`src/rtl/mem_bus_arbiter.sv`:
```
// Two-requester memory bus arbiter: instruction fetch and load/store unit
// share one memory port. One transaction in flight, round-robin between
// requesters, byte-lane store formatting, load extraction and a timeout
// that turns a stuck access into an error completion.
//
// state  | meaning
// S_IDLE | no transaction, combinational grant to a requester
// S_REQ  | mem_req asserted, waiting for mem_ready
// S_WAIT | request accepted, waiting for mem_rvalid
// S_RESP | one-cycle completion pulse to the owner
module mem_bus_arbiter #(
    parameter int TIMEOUT = 255
) (
    input  logic        clk_i,
    input  logic        rst_i,
    input  logic        if_req_i,
    input  logic [31:0] if_addr_i,
    output logic        if_gnt_o,
    output logic        if_rvalid_o,
    output logic [31:0] if_rdata_o,
    input  logic        ls_req_i,
    input  logic        ls_we_i,
    input  logic        ls_unsigned_i,
    input  logic [1:0]  ls_size_i,
    input  logic [31:0] ls_addr_i,
    input  logic [31:0] ls_wdata_i,
    output logic        ls_gnt_o,
    output logic        ls_rvalid_o,
    output logic        ls_err_o,
    output logic [31:0] ls_rdata_o,
    output logic        mem_req_o,
    output logic        mem_we_o,
    output logic [31:0] mem_addr_o,
    output logic [31:0] mem_wdata_o,
    output logic [3:0]  mem_wstrb_o,
    input  logic        mem_ready_i,
    input  logic        mem_rvalid_i,
    input  logic [31:0] mem_rdata_i
);

    localparam int CW = (TIMEOUT < 2) ? 1 : $clog2(TIMEOUT);

    typedef enum logic [1:0] {S_IDLE, S_REQ, S_WAIT, S_RESP} state_e;

    state_e        state_q, state_d;
    logic          owner_ls_q, prio_if_q, we_q, uns_q, err_q;
    logic [1:0]    size_q;
    logic [31:0]   addr_q, wdata_q, rdata_q;
    logic [3:0]    wstrb_q;
    logic [CW-1:0] cnt_q;

    logic          grant_ls, grant_if, misaligned, timeout_hit;
    logic [31:0]   st_wdata, load_ext;
    logic [3:0]    st_wstrb;
    logic [7:0]    ld_byte;
    logic [15:0]   ld_half;

    assign misaligned  = ((ls_size_i == 2'd1) && ls_addr_i[0]) ||
                         (ls_size_i[1] && (ls_addr_i[1:0] != 2'b00));
    assign timeout_hit = (cnt_q == CW'(TIMEOUT - 1));
    assign if_gnt_o    = grant_if;
    assign ls_gnt_o    = grant_ls;

    // Round-robin grant, only in IDLE; held low while reset is asserted
    always_comb begin
        grant_ls = 1'b0;
        grant_if = 1'b0;
        if ((state_q == S_IDLE) && !rst_i) begin
            if (ls_req_i && (!if_req_i || !prio_if_q)) grant_ls = 1'b1;
            else if (if_req_i)                         grant_if = 1'b1;
        end
    end

    // Store lane replication and byte strobes from the LSU request
    always_comb begin
        case (ls_size_i)
            2'd0: begin
                st_wdata = {4{ls_wdata_i[7:0]}};
                st_wstrb = 4'b0001 << ls_addr_i[1:0];
            end
            2'd1: begin
                st_wdata = {2{ls_wdata_i[15:0]}};
                st_wstrb = 4'b0011 << ls_addr_i[1:0];
            end
            default: begin
                st_wdata = ls_wdata_i;
                st_wstrb = 4'b1111;
            end
        endcase
    end

    // Load lane extraction and sign/zero extension of the captured word
    always_comb begin
        ld_byte  = 8'(rdata_q >> {addr_q[1:0], 3'b000});
        ld_half  = addr_q[1] ? rdata_q[31:16] : rdata_q[15:0];
        case (size_q)
            2'd0:    load_ext = uns_q ? {24'b0, ld_byte} : {{24{ld_byte[7]}}, ld_byte};
            2'd1:    load_ext = uns_q ? {16'b0, ld_half} : {{16{ld_half[15]}}, ld_half};
            default: load_ext = rdata_q;
        endcase
    end

    // FSM state register
    always_ff @(posedge clk_i or posedge rst_i) begin
        if (rst_i) state_q <= S_IDLE;
        else       state_q <= state_d;
    end

    // FSM next-state; a response in the timeout cycle still completes normally
    always_comb begin
        state_d = state_q;
        case (state_q)
            S_IDLE: begin
                if (grant_ls && misaligned)  state_d = S_RESP;
                else if (grant_ls || grant_if) state_d = S_REQ;
            end
            S_REQ: begin
                if (timeout_hit)      state_d = S_RESP;
                else if (mem_ready_i) state_d = S_WAIT;
            end
            S_WAIT: begin
                if (mem_rvalid_i || timeout_hit) state_d = S_RESP;
            end
            default: state_d = S_IDLE;
        endcase
    end

    // Transaction registers: latched at grant, updated while in flight
    always_ff @(posedge clk_i or posedge rst_i) begin
        if (rst_i) begin
            owner_ls_q <= 1'b0;
            prio_if_q  <= 1'b0;
            we_q       <= 1'b0;
            uns_q      <= 1'b0;
            err_q      <= 1'b0;
            size_q     <= 2'd0;
            addr_q     <= '0;
            wdata_q    <= '0;
            wstrb_q    <= '0;
            rdata_q    <= '0;
            cnt_q      <= '0;
        end else if (grant_ls || grant_if) begin
            owner_ls_q <= grant_ls;
            prio_if_q  <= grant_ls;
            err_q      <= grant_ls && misaligned;
            rdata_q    <= '0;
            cnt_q      <= '0;
            if (grant_ls) begin
                addr_q  <= ls_addr_i;
                size_q  <= ls_size_i;
                we_q    <= ls_we_i;
                uns_q   <= ls_unsigned_i;
                wdata_q <= ls_we_i ? st_wdata : 32'b0;
                wstrb_q <= ls_we_i ? st_wstrb : 4'b0;
            end else begin
                addr_q  <= if_addr_i;
                size_q  <= 2'd2;
                we_q    <= 1'b0;
                uns_q   <= 1'b0;
                wdata_q <= '0;
                wstrb_q <= '0;
            end
        end else if ((state_q == S_REQ) || (state_q == S_WAIT)) begin
            cnt_q <= cnt_q + CW'(1);
            if ((state_q == S_WAIT) && mem_rvalid_i) rdata_q <= mem_rdata_i;
            else if (timeout_hit)                    err_q   <= 1'b1;
        end
    end

    // FSM outputs: memory request in REQ, owner completion in RESP
    always_comb begin
        mem_req_o   = 1'b0;
        mem_we_o    = 1'b0;
        mem_addr_o  = '0;
        mem_wdata_o = '0;
        mem_wstrb_o = '0;
        ls_rvalid_o = 1'b0;
        ls_err_o    = 1'b0;
        ls_rdata_o  = '0;
        if_rvalid_o = 1'b0;
        if_rdata_o  = '0;
        case (state_q)
            S_REQ: begin
                mem_req_o   = 1'b1;
                mem_we_o    = we_q;
                mem_addr_o  = {addr_q[31:2], 2'b00};
                mem_wdata_o = wdata_q;
                mem_wstrb_o = wstrb_q;
            end
            S_RESP: begin
                if (owner_ls_q) begin
                    ls_rvalid_o = 1'b1;
                    ls_err_o    = err_q;
                    ls_rdata_o  = (err_q || we_q) ? 32'b0 : load_ext;
                end else begin
                    if_rvalid_o = 1'b1;
                    if_rdata_o  = err_q ? 32'b0 : rdata_q;
                end
            end
            default: ;
        endcase
    end

endmodule
```
`config.mk`:
```
export PLATFORM = sky130hd
export DESIGN_NAME = mem_bus_arbiter
export DESIGN_NICKNAME = d
export VERILOG_FILES = /design/src/rtl/mem_bus_arbiter.sv
export SDC_FILE = /design/constraint.sdc
export NUM_CORES = 1
export LEC_CHECK = 0
export CAP_MARGIN = 0
export CORE_MARGIN = 5
export CORE_UTILIZATION = 42
export DETAILED_ROUTE_END_ITERATION = 10
export PLACE_DENSITY = 0.79
export SLEW_MARGIN = 20
export SYNTH_ARGS = -nofsm -noshare
export SYNTH_HDL_FRONTEND = slang
export SYNTH_SLANG_ARGS = --single-unit
```
`constraint.sdc`:
```
create_clock -name clk_i -period 5.9 [get_ports clk_i]
set_clock_uncertainty 0.2 [all_clocks]
set_input_delay 0.59 -clock clk_i [delete_from_list [all_inputs] [get_ports clk_i]]
set_output_delay 0.59 -clock clk_i [all_outputs]
set_load 0.005 [all_outputs]
```
==> results by group, run 1 <==
Global route
  • Busiest grt layer: met2
  • Global route total overflow: 0
  • Largest net degree at the start of global routing: 74
  • Grt met3 use: 0.0849
  • Tot GR Track Use: 0.249
  • First-pass GRT wire length: roughly 35000 um
  • Vias in the first global route: 6373
  • Met2 Resource Use GR: 0.395
  • Initial antenna violation count: 0
  • Met1 usage: 0.320

Clock network
  • TritonCTS clock tree: built
  • TritonCTS Buffers: 17
  • Clock transition at the registers of the reported paths: around 60 ps
  • # Post-CTS Setup Buffers: 0
  • Worst skew pair latency: 410 ps
  • Cts hold-fix bufs: 0
  • Clk sink count: 116
  • Root Driver: clkbuf_16
  • Clock buffer depth: 2
  • H-tree depth: 4
  • Post-cts resize count: 0

Floorplan
  • Site Rows: 45
  • Effective utilization at floorplan: 0.429
  • Core area: 15200 sq um
  • Die Height: roughly 130 um
  • Die area: 18100 sq um
  • Die Wd: 135 um
  • I/O Pins: around 280

Synthesis
  • Post-synth top area cell: dfrtp_1
  • Post-synth EDFFs: 0
  • Mapped Area: roughly 6500 sq um
  • Top cells by area, synth: dfrtp_1, and2_1, nand2_1
  • Top_reg_cell synth: dfrtp_1
  • Synth Register Bits: approximately 120
  • Cells after Synth: 781
  • Area fraction of the dominant cell type after synthesis: 0.445
  • Mean area per synthesized cell: ~8.4 sq um
  • Syn. warnings: 0
  • Register area share after synthesis: 0.445
  • Synth cell types: 46
  • Asr flop ratio synth: 1.00

STA
  • Unrepaired setup endpoints after global routing: false
  • Setup violations, final: 0
  • Worst-margin pin slew: 955 ps
  • Slew Limit Fails: 0
  • Final Hold Fails: 0
  • WHS: ~270 ps
  • Final setup TNS: 0 ps
  • Min cycle time layout: 4300 ps
  • Fin crit share: 0.729
  • Fin worst setup slack: 1600 ps
  • Worst slew margin: 0.361
  • Max Clk Rate: 0.233 GHz

Setup path
  • CP required: 5110 ps
  • Cell-by-cell trace of the critical path: inv_1, ha_1, nor2b_1, nand2_2, inv_1, clkdlybuf4s50_1
  • Setup crit end kind: output port
  • Setup CP Type: reg2out
  • Crit-path leading delay family: buffers and inverters
  • Worst Path Max Fanout: 53
  • Worst Path Arrival: 3510 ps
  • Critical Path Slowest Stage Cell: inv_1
  • Delay of the slowest critical-path stage: between 600 and 700 ps
  • Critical path launch point type: flip-flop
  • Critical path buffers and inverters: 3
  • Most used cell, CP: inv_1

Worst hold path
  • Hold WC Path Type: reg2reg

Placement
  • Number of port buffers: 274
  • DP Area: 9370 sq um
  • Setup WS pre-CTS: 1780 ps
  • Final GP Congestion: 0.879
  • Post-DP HPWL: 16500 um

Detailed routing
  • Vias: 6540
  • Drt first pass iters: 5
  • First DRT Iteration DRCs: 448
  • Routed Antenna Nets: 0
  • Wire per inst: ~19 um
  • Average via count per standard cell: 5.33
  • Residual DRC: 0
  • Total Wirelength: around 23000 um

Cells and area
  • Most frequent cells in the layout: clkdlybuf4s50_1, nand2_1, dfrtp_1
  • Layout fillers: between 1000 and 1500
  • Share of cells above drive strength 1: 0.0635
  • Commonest non-fill, non-tap cell in the layout: clkdlybuf4s50_1
  • Final instance area: 9980 sq um
  • P&R area growth vs syn: 52.9%
  • Nets: 1171

Power
  • Pwr Density: 405 nW/um^2
  • VDD IR-drop max: 0.000255 V
  • Leakage power: 4.29 nW

Status
  • Outcome: finished, final reports clean

Run
  • Max Cap Viol: 0
## synthesized netlist by cell type (all sizes together), types with 9 or more instances
cell / count
nand2: 157
dfrtp: 116
and2: 100
nor2: 69
o21ai: 49
clkbuf: 48
a21oi: 43
nor2b: 23
inv: 21
a21o: 17
a31oi: 17
mux2: 14
o32ai: 12
mux2i: 10
a221oi: 9
a22o: 9
buf: 9
## where the power goes
part | total, mW | internal (mW) | switching [mW] | leakage (nW)
sequential | 1.43 | 1.14 | 0.296 | 1.48
clock | 1.06 | 0.693 | 0.366 | 0.300
combinational | 1.55 | 0.791 | 0.761 | 2.51
total | 4.04 | 2.62 | 1.42 | 4.29
## metrics by stage
step | util | total power [mW] | cells
floorplan | - | 2.26 | 782
global placement | 0.616 | 2.94 | 1196
finish | 0.656 | 4.04 | 1228
CTS | 0.656 | 4.06 | 1227
detailed placement | 0.616 | 2.99 | 1196
global route | 0.656 | 4.31 | 1227
## layout make-up
type                       instances  area (sq um)  share of cell area
antenna                            1          2.50            0.000251
clock buffer                      22           474              0.0475
clock inverter                     9           128              0.0128
inverter                          21          81.3             0.00815
multi-input combinational        588          3350               0.335
sequential                       116          2900               0.291
tap                              188           235              0.0236
timing repair buffer             283          2810               0.282
## registers in the layout (all words and copies together), names as in the netlist
| name | flops |
|---|---|
| cnt_q | 8 |
| uns_q | 1 |
| addr_q | 32 |
| we_q | 1 |
| wdata_q | 32 |
| size_q | 2 |
| rdata_q | 32 |
| wstrb_q | 4 |
| state_q | 2 |
| err_q | 1 |
| prio_if_q | 1 |
## kinds of logic (layout without fill, tap and decap cells)
kind of cell    count (synthesis)  in the layout  share of synthesized area
other cells                     1              3                   0.000574
xor+xnor                        5              5                    0.00671
compound gates                180            180                      0.179
mux                            24             24                     0.0395
fa+ha+maj                       6              6                     0.0115
simple gates                  371            371                      0.270
buf+inv                        78            335                     0.0479
flops                         116            116                      0.445
## per-layer routing
metal / share of wire / wire (um)
met2: 0.47 / 10700
met5: 0 / 0
met1: 0.41 / 9410
met3: 0.099 / 2270
met4: 0.022 / 494
## worst register-to-register path: cells and delay by family (launching register included)
kind            cells  cell delay [ps]
simple gates        3             1350
buf+inv             2              840
flops               1              400
fa+ha+maj           1              300
compound gates      1              270
## final timing paths
| path | start | to | slack, ps | depth (start not counted) |
|---|---|---|---|---|
| max in group asynchronous | rst_i | rdata_q[28] | 3700 | 3 |
| min in group asynchronous | rst_i | wdata_q[13] | 610 | 2 |
| hold / removal | wstrb_q[0] | wstrb_q[0] | 270 | 2 |
| setup reg to reg | state_q[1] | wdata_q[21] | 2470 | 7 |
| hold reg to reg | wstrb_q[0] | wstrb_q[0] | 270 | 2 |
| setup / recovery | state_q[1] | ls_gnt_o | 1600 | 6 |
(Power assumes the default switching activity.)
==> run 2, diff against run 1 <==
==> constraint.sdc (replaced) <==
create_clock -name clk_i -period 4.2 [get_ports clk_i]
set_clock_uncertainty 0.2 [all_clocks]
set_input_delay 0.42 -clock clk_i [delete_from_list [all_inputs] [get_ports clk_i]]
set_output_delay 0.42 -clock clk_i [all_outputs]
set_load 0.005 [all_outputs]
==> run 2 against run 1 <==
- via count decreased by 0.32%
- power rose by 39%
- core utilization is essentially flat
- register-to-register slack worse by 900 ps
- sequential cell count unchanged
- first-iteration DRC count up 5.1%
- sequential share of layout area hardly changed
- non-clock buffer count up 8
- hold slack barely moved
- wire length decreased by 0.28%
- worst setup slack lost 1100 ps
- clock-buffer cell count up 2
- largest cell class unchanged
- highest routed layer is now met5
==> results by group, run 2 (synthesis gave the netlist of run 1 again) <==
Global route
  • Met2 Resource Use GR: 0.403
  • Met1 usage: 0.309
  • First-pass GRT wire length: roughly 35000 um
  • Vias in the first global route: approximately 6500
  • Initial antenna violation count: 1
  • Grt met3 use: 0.0812
  • Largest net degree at the start of global routing: 80
  • Busiest grt layer: met2
  • Tot GR Track Use: 0.247
  • Global route total overflow: 0

Clock network
  • # Post-CTS Setup Buffers: 0
  • Clock buffer depth: 2
  • Post-cts resize count: 0
  • TritonCTS clock tree: built
  • TritonCTS Buffers: 17
  • Clk sink count: 116
  • Cts hold-fix bufs: 0
  • H-tree depth: 4
  • Worst skew pair latency: roughly 400 ps
  • Root Driver: clkbuf_16
  • Clock transition at the registers of the reported paths: ~50 ps

Detailed routing
  • Wire per inst: 18.5 um
  • Vias: 6519
  • Residual DRC: 0
  • Total Wirelength: 22800 um
  • Average via count per standard cell: 5.29
  • Routed Antenna Nets: 0
  • First DRT Iteration DRCs: 471
  • Drt first pass iters: 5

Worst hold path
  • Hold Crit Start: wstrb_q[1]
  • Worst hold stages: 2
  • Hold WC Path Type: reg2reg
  • Hold endpoint: wstrb_q[1]

Floorplan
  • Effective utilization at floorplan: 0.429
  • Site Rows: 45
  • Die area: 18100 sq um
  • Die Height: 135 um
  • I/O Pins: 277
  • Die Wd: about 130 um
  • Core area: 15200 sq um

Placement
  • DP Area: 9430 sq um
  • Post-DP HPWL: 16600 um
  • Number of port buffers: 274
  • Final GP Congestion: around 0.89
  • Setup WS pre-CTS: 897 ps

Setup path
  • R2r startpoint: state_q[1]
  • Reg2Reg Depth: 6
  • Setup crit end kind: output port
  • Worst Path Max Fanout: 26
  • Crit Reg-Reg Endpoint: wdata_q[9]
  • Setup CP Type: reg2out
  • CP required: 3580 ps
  • Reg2Reg Setup Slack: 1570 ps
  • Worst Path Arrival: around 3100 ps
  • Critical path launch point type: flip-flop

Power
  • Flop pwr share: 0.361
  • Pwr Density: 562 nW/um^2
  • VDD IR-drop max: 0.000330 V
  • Clock power share: 0.245
  • Int Pwr: 3.61 mW
  • Logic gate share of total power: 0.394
  • Switching power: between 1.5 and 2 mW
  • Leakage power: 4.29 nW
  • Net Sw Frac: 0.355

Status
  • Outcome: finished, final reports clean

STA
  • Unrepaired setup endpoints after global routing: false
  • Final Hold Fails: 0
  • Slew Limit Fails: 0
  • Fin worst setup slack: 453 ps
  • Final setup TNS: 0 ps
  • Setup violations, final: 0
  • Max Clk Rate: approximately 0.27 GHz
  • Min cycle time layout: 3750 ps
  • Fin crit share: 0.892
  • Worst slew margin: 0.373
  • Worst-margin pin slew: 937 ps

Cells and area
  • Commonest non-fill, non-tap cell in the layout: clkdlybuf4s50_1
  • Final instance area: 9980 sq um
  • Layout fillers: 1289
  • P&R area growth vs syn: 52.8%
  • Most frequent cells in the layout: clkdlybuf4s50_1, nand2_1, dfrtp_1
  • Top Registers: addr_q x32, rdata_q x32, wdata_q x32
  • Share of cells above drive strength 1: 0.0660
  • Nets: 1179
  • Fin util: 0.656
  • # diodes: 0

Run
  • Max Cap Viol: 0
run 2: changes by cell type in the layout (fill, tap and decap cells not counted), moves of 2 or more:
| cell | before | now |
|---|---|---|
| clkbuf_1 | 2 | 5 |
| clkinv_2 | 4 | 2 |
| buf_4 | 9 | 17 |
| clkinv_4 | 2 | 0 |
run 2: how the worst max path moves through the flow:
stage                     startpoint              to  cells past startpoint
after floorplan                rst_i       addr_q[0]                      1
after CTS                  addr_q[1]  ls_rdata_o[11]                      5
final                      addr_q[1]  ls_rdata_o[11]                      5
after detailed placement   addr_q[1]  ls_rdata_o[11]                      5
after global placement     addr_q[1]  ls_rdata_o[11]                      5
after global routing       addr_q[1]  ls_rdata_o[11]                      5
run 2: cell type report:
cell class              instances  area (sq um)  area share
inverters                      21          83.8     0.00840
clock buffers                  24           472      0.0473
multi-input cells             588          3340       0.334
clock inverters                 5          77.6     0.00778
flip-flops and latches        116          2900       0.291
well taps                     188           235      0.0236
repair buffers                291          2870       0.288
run 2: critical path: stages, from the launching register on:
cell             delay, ps
dfrtp_1                800
mux2_2                 440
o2bb2ai_1              150
a21oi_1                590
a221oi_1               240
clkdlybuf4s50_1        510
run 2: power by group through the flow:
stage / sequential (mW) / combinational (mW) / clock (mW)
floorplan: 1.82 / 1.34 / 0
global placement: 2.01 / 2.17 / 0
detailed placement: 2.03 / 2.21 / 0
CTS: 2.01 / 2.23 / 1.39
global route: 2.09 / 2.46 / 1.43
finish: 2.02 / 2.21 / 1.37
run 2: per-stage QoR:
step                      hold WS [ps]  std cells  power (mW)
final                              270       1233        5.60
after global placement             253       1204        4.18
after CTS                          274       1233        5.63
after detailed placement           262       1204        4.24
after global routing               291       1233        5.97
after floorplan                    230        782        3.17
run 2: metal layers:
| metal | wire, um | vias up |
|---|---|---|
| met5 | 15 | - |
| met4 | 550 | 2 |
| met3 | 2120 | 39 |
| met2 | 10700 | 282 |
| met1 | 9410 | 3058 |
| li1 | - | 3138 |
==> run 3, diff against run 2 <==
--- a/config.mk
+++ b/config.mk
@@ -7,9 +7,9 @@
 export LEC_CHECK = 0
 export CAP_MARGIN = 0
 export CORE_MARGIN = 5
-export CORE_UTILIZATION = 42
+export CORE_UTILIZATION = 35
 export DETAILED_ROUTE_END_ITERATION = 10
-export PLACE_DENSITY = 0.79
+export PLACE_DENSITY = 0.68
 export SLEW_MARGIN = 20
 export SYNTH_ARGS = -nofsm -noshare
 export SYNTH_HDL_FRONTEND = slang
==> run 3 against run 2 <==
- core utilization is 11 points lower
- power rose by 5.9%
- clock power increased by 23%
- non-clock buffer count decreased by 1
- clock-buffer cell count shrank 5
- register-to-register slack better by 50 ps
- sequential share of layout area is 0.58 points lower
- highest routed layer unchanged
==> results by group, run 3 (synthesis gave the netlist of run 1 again) <==
Status
  • Outcome: finished, final reports clean

Detailed routing
  • Highest Signal Layer: met5
  • Drt first pass iters: 5
  • Average via count per standard cell: 5.08
  • Residual DRC: 0
  • M1 WL: approximately 10000 um
  • Vias: 6504
  • First DRT Iteration DRCs: 331
  • Wire per inst: 18.2 um
  • Total Wirelength: 23300 um
  • WL met2: 10800 um
  • Routed Antenna Nets: 0
  • DR WL met3: 2240 um

STA
  • Final Hold Fails: 0
  • Worst-margin pin slew: about 850 ps
  • Final setup TNS: 0 ps
  • Setup violations, final: 0
  • Worst slew margin: 0.435
  • Min cycle time layout: 3590 ps
  • Fin worst setup slack: 608 ps
  • Max Clk Rate: approximately 0.28 GHz
  • Unrepaired setup endpoints after global routing: false
  • Fin crit share: 0.855
  • Slew Limit Fails: 0

Clock network
  • Post-cts resize count: 0
  • Clk sink count: about 120
  • Root Driver: clkbuf_16
  • Cts hold-fix bufs: 0
  • H-tree depth: 4
  • TritonCTS clock tree: built
  • # Post-CTS Setup Buffers: 0
  • TritonCTS Buffers: 17
  • Worst skew pair latency: just over 400 ps
  • Clock buffer depth: 2
  • Clock transition at the registers of the reported paths: 60 ps

Global route
  • Vias in the first global route: 6481
  • Tot GR Track Use: 0.213
  • Global route total overflow: 0
  • Largest net degree at the start of global routing: 65
  • Initial antenna violation count: 1
  • First-pass GRT wire length: around 36000 um

Power
  • VDD IR-drop max: roughly 0.00033 V
  • Flop pwr share: 0.336
  • Leakage power: 4.36 nW
  • Net Sw Frac: 0.346
  • Pwr Density: 583 nW/um^2
  • Clock power share: 0.284
  • Switching power: slightly above 2 mW
  • Int Pwr: 3.88 mW
  • Logic gate share of total power: 0.380

Cells and area
  • Share of cells above drive strength 1: 0.0726
  • Top Registers: addr_q x32, rdata_q x32, wdata_q x32
  • Nets: 1178
  • Commonest non-fill, non-tap cell in the layout: clkdlybuf4s50_1
  • Layout fillers: 1740
  • Final instance area: 10200 sq um
  • Most frequent cells in the layout: clkdlybuf4s50_1, nand2_1, dfrtp_1
  • # diodes: 0
  • P&R area growth vs syn: 55.9%

Placement
  • Post-DP HPWL: 16500 um
  • Setup WS pre-CTS: 1060 ps
  • Final GP Congestion: 0.860
  • Number of port buffers: 274
  • DP Area: 9500 sq um

Floorplan
  • Die area: 21500 sq um
  • Core area: 18500 sq um
  • Die Height: 147 um
  • Site Rows: 50
  • Effective utilization at floorplan: 0.353
  • I/O Pins: between 200 and 300
  • Die Wd: 147 um

Setup path
  • Setup crit end kind: output port
  • Setup CP Type: reg2out
  • Worst Path Max Fanout: 20
  • CP required: 3580 ps
  • Worst Path Arrival: 2970 ps
  • Critical path launch point type: flip-flop

Worst hold path
  • Hold WC Path Type: reg2reg

Run
  • Max Cap Viol: 0
run 3: changes by cell type in the layout (fill, tap and decap cells not counted):
cell / change
clkinvlp_4: +1
inv_4: +1
clkbuf_1: -5
clkinv_4: +1
buf_12: +2
clkinv_2: +1
bufinv_16: +4
buf_4: -3
run 3: worst paths after layout:
path / startpoint / end / slack, ps / depth (start not counted)
setup / recovery: size_q[1] / ls_rdata_o[16] / 610 / 6
max in group asynchronous: rst_i / addr_q[12] / 2630 / 3
setup reg to reg: state_q[1] / wdata_q[9] / 1620 / 6
hold / removal: wdata_q[20] / wdata_q[20] / 270 / 2
hold reg to reg: wdata_q[20] / wdata_q[20] / 270 / 2
min in group asynchronous: rst_i / wstrb_q[0] / 390 / 2
run 3: power by group through the flow:
stage | combinational (mW) | clock [mW] | sequential, mW
after floorplan | 1.34 | 0 | 1.82
after global placement | 2.24 | 0 | 1.99
after detailed placement | 2.27 | 0 | 2.00
after CTS | 2.28 | 1.71 | 1.99
after global routing | 2.50 | 1.77 | 2.05
final | 2.26 | 1.69 | 1.99
run 3: routing by layer:
metal / global-route usage / vias to the layer above
met3: 0.0705 / 23
met1: 0.275 / 3075
li1: - / 3132
met4: 0.0611 / 2
met2: 0.342 / 272
met5: 0 / -
run 3: through the flow:
step | std cells | hold WS [ps] | utilization | total power [mW]
floorplan | 782 | 230 | - | 3.17
global placement | 1249 | 251 | 0.513 | 4.23
detailed placement | 1249 | 263 | 0.513 | 4.27
CTS | 1281 | 275 | 0.550 | 5.98
global route | 1281 | 293 | 0.550 | 6.32
finish | 1281 | 269 | 0.550 | 5.93
run 3: worst max-delay path: stages (launching register included):
cell and delay, ps:
dfrtp_1 630, or3_1 480, or2_1 260, a2111oi_4 290
buf_4 270, a21o_1 120, clkdlybuf4s50_1 500
run 3: layout make-up:
type	count	area (sq um)	area share
clock buffer	19	453	0.0445
multi-input combinational	588	3340	0.328
inverter	21	81.3	0.00799
sequential	116	2900	0.285
clock inverter	13	228	0.0224
timing repair buffer	290	2890	0.284
tap	234	293	0.0288
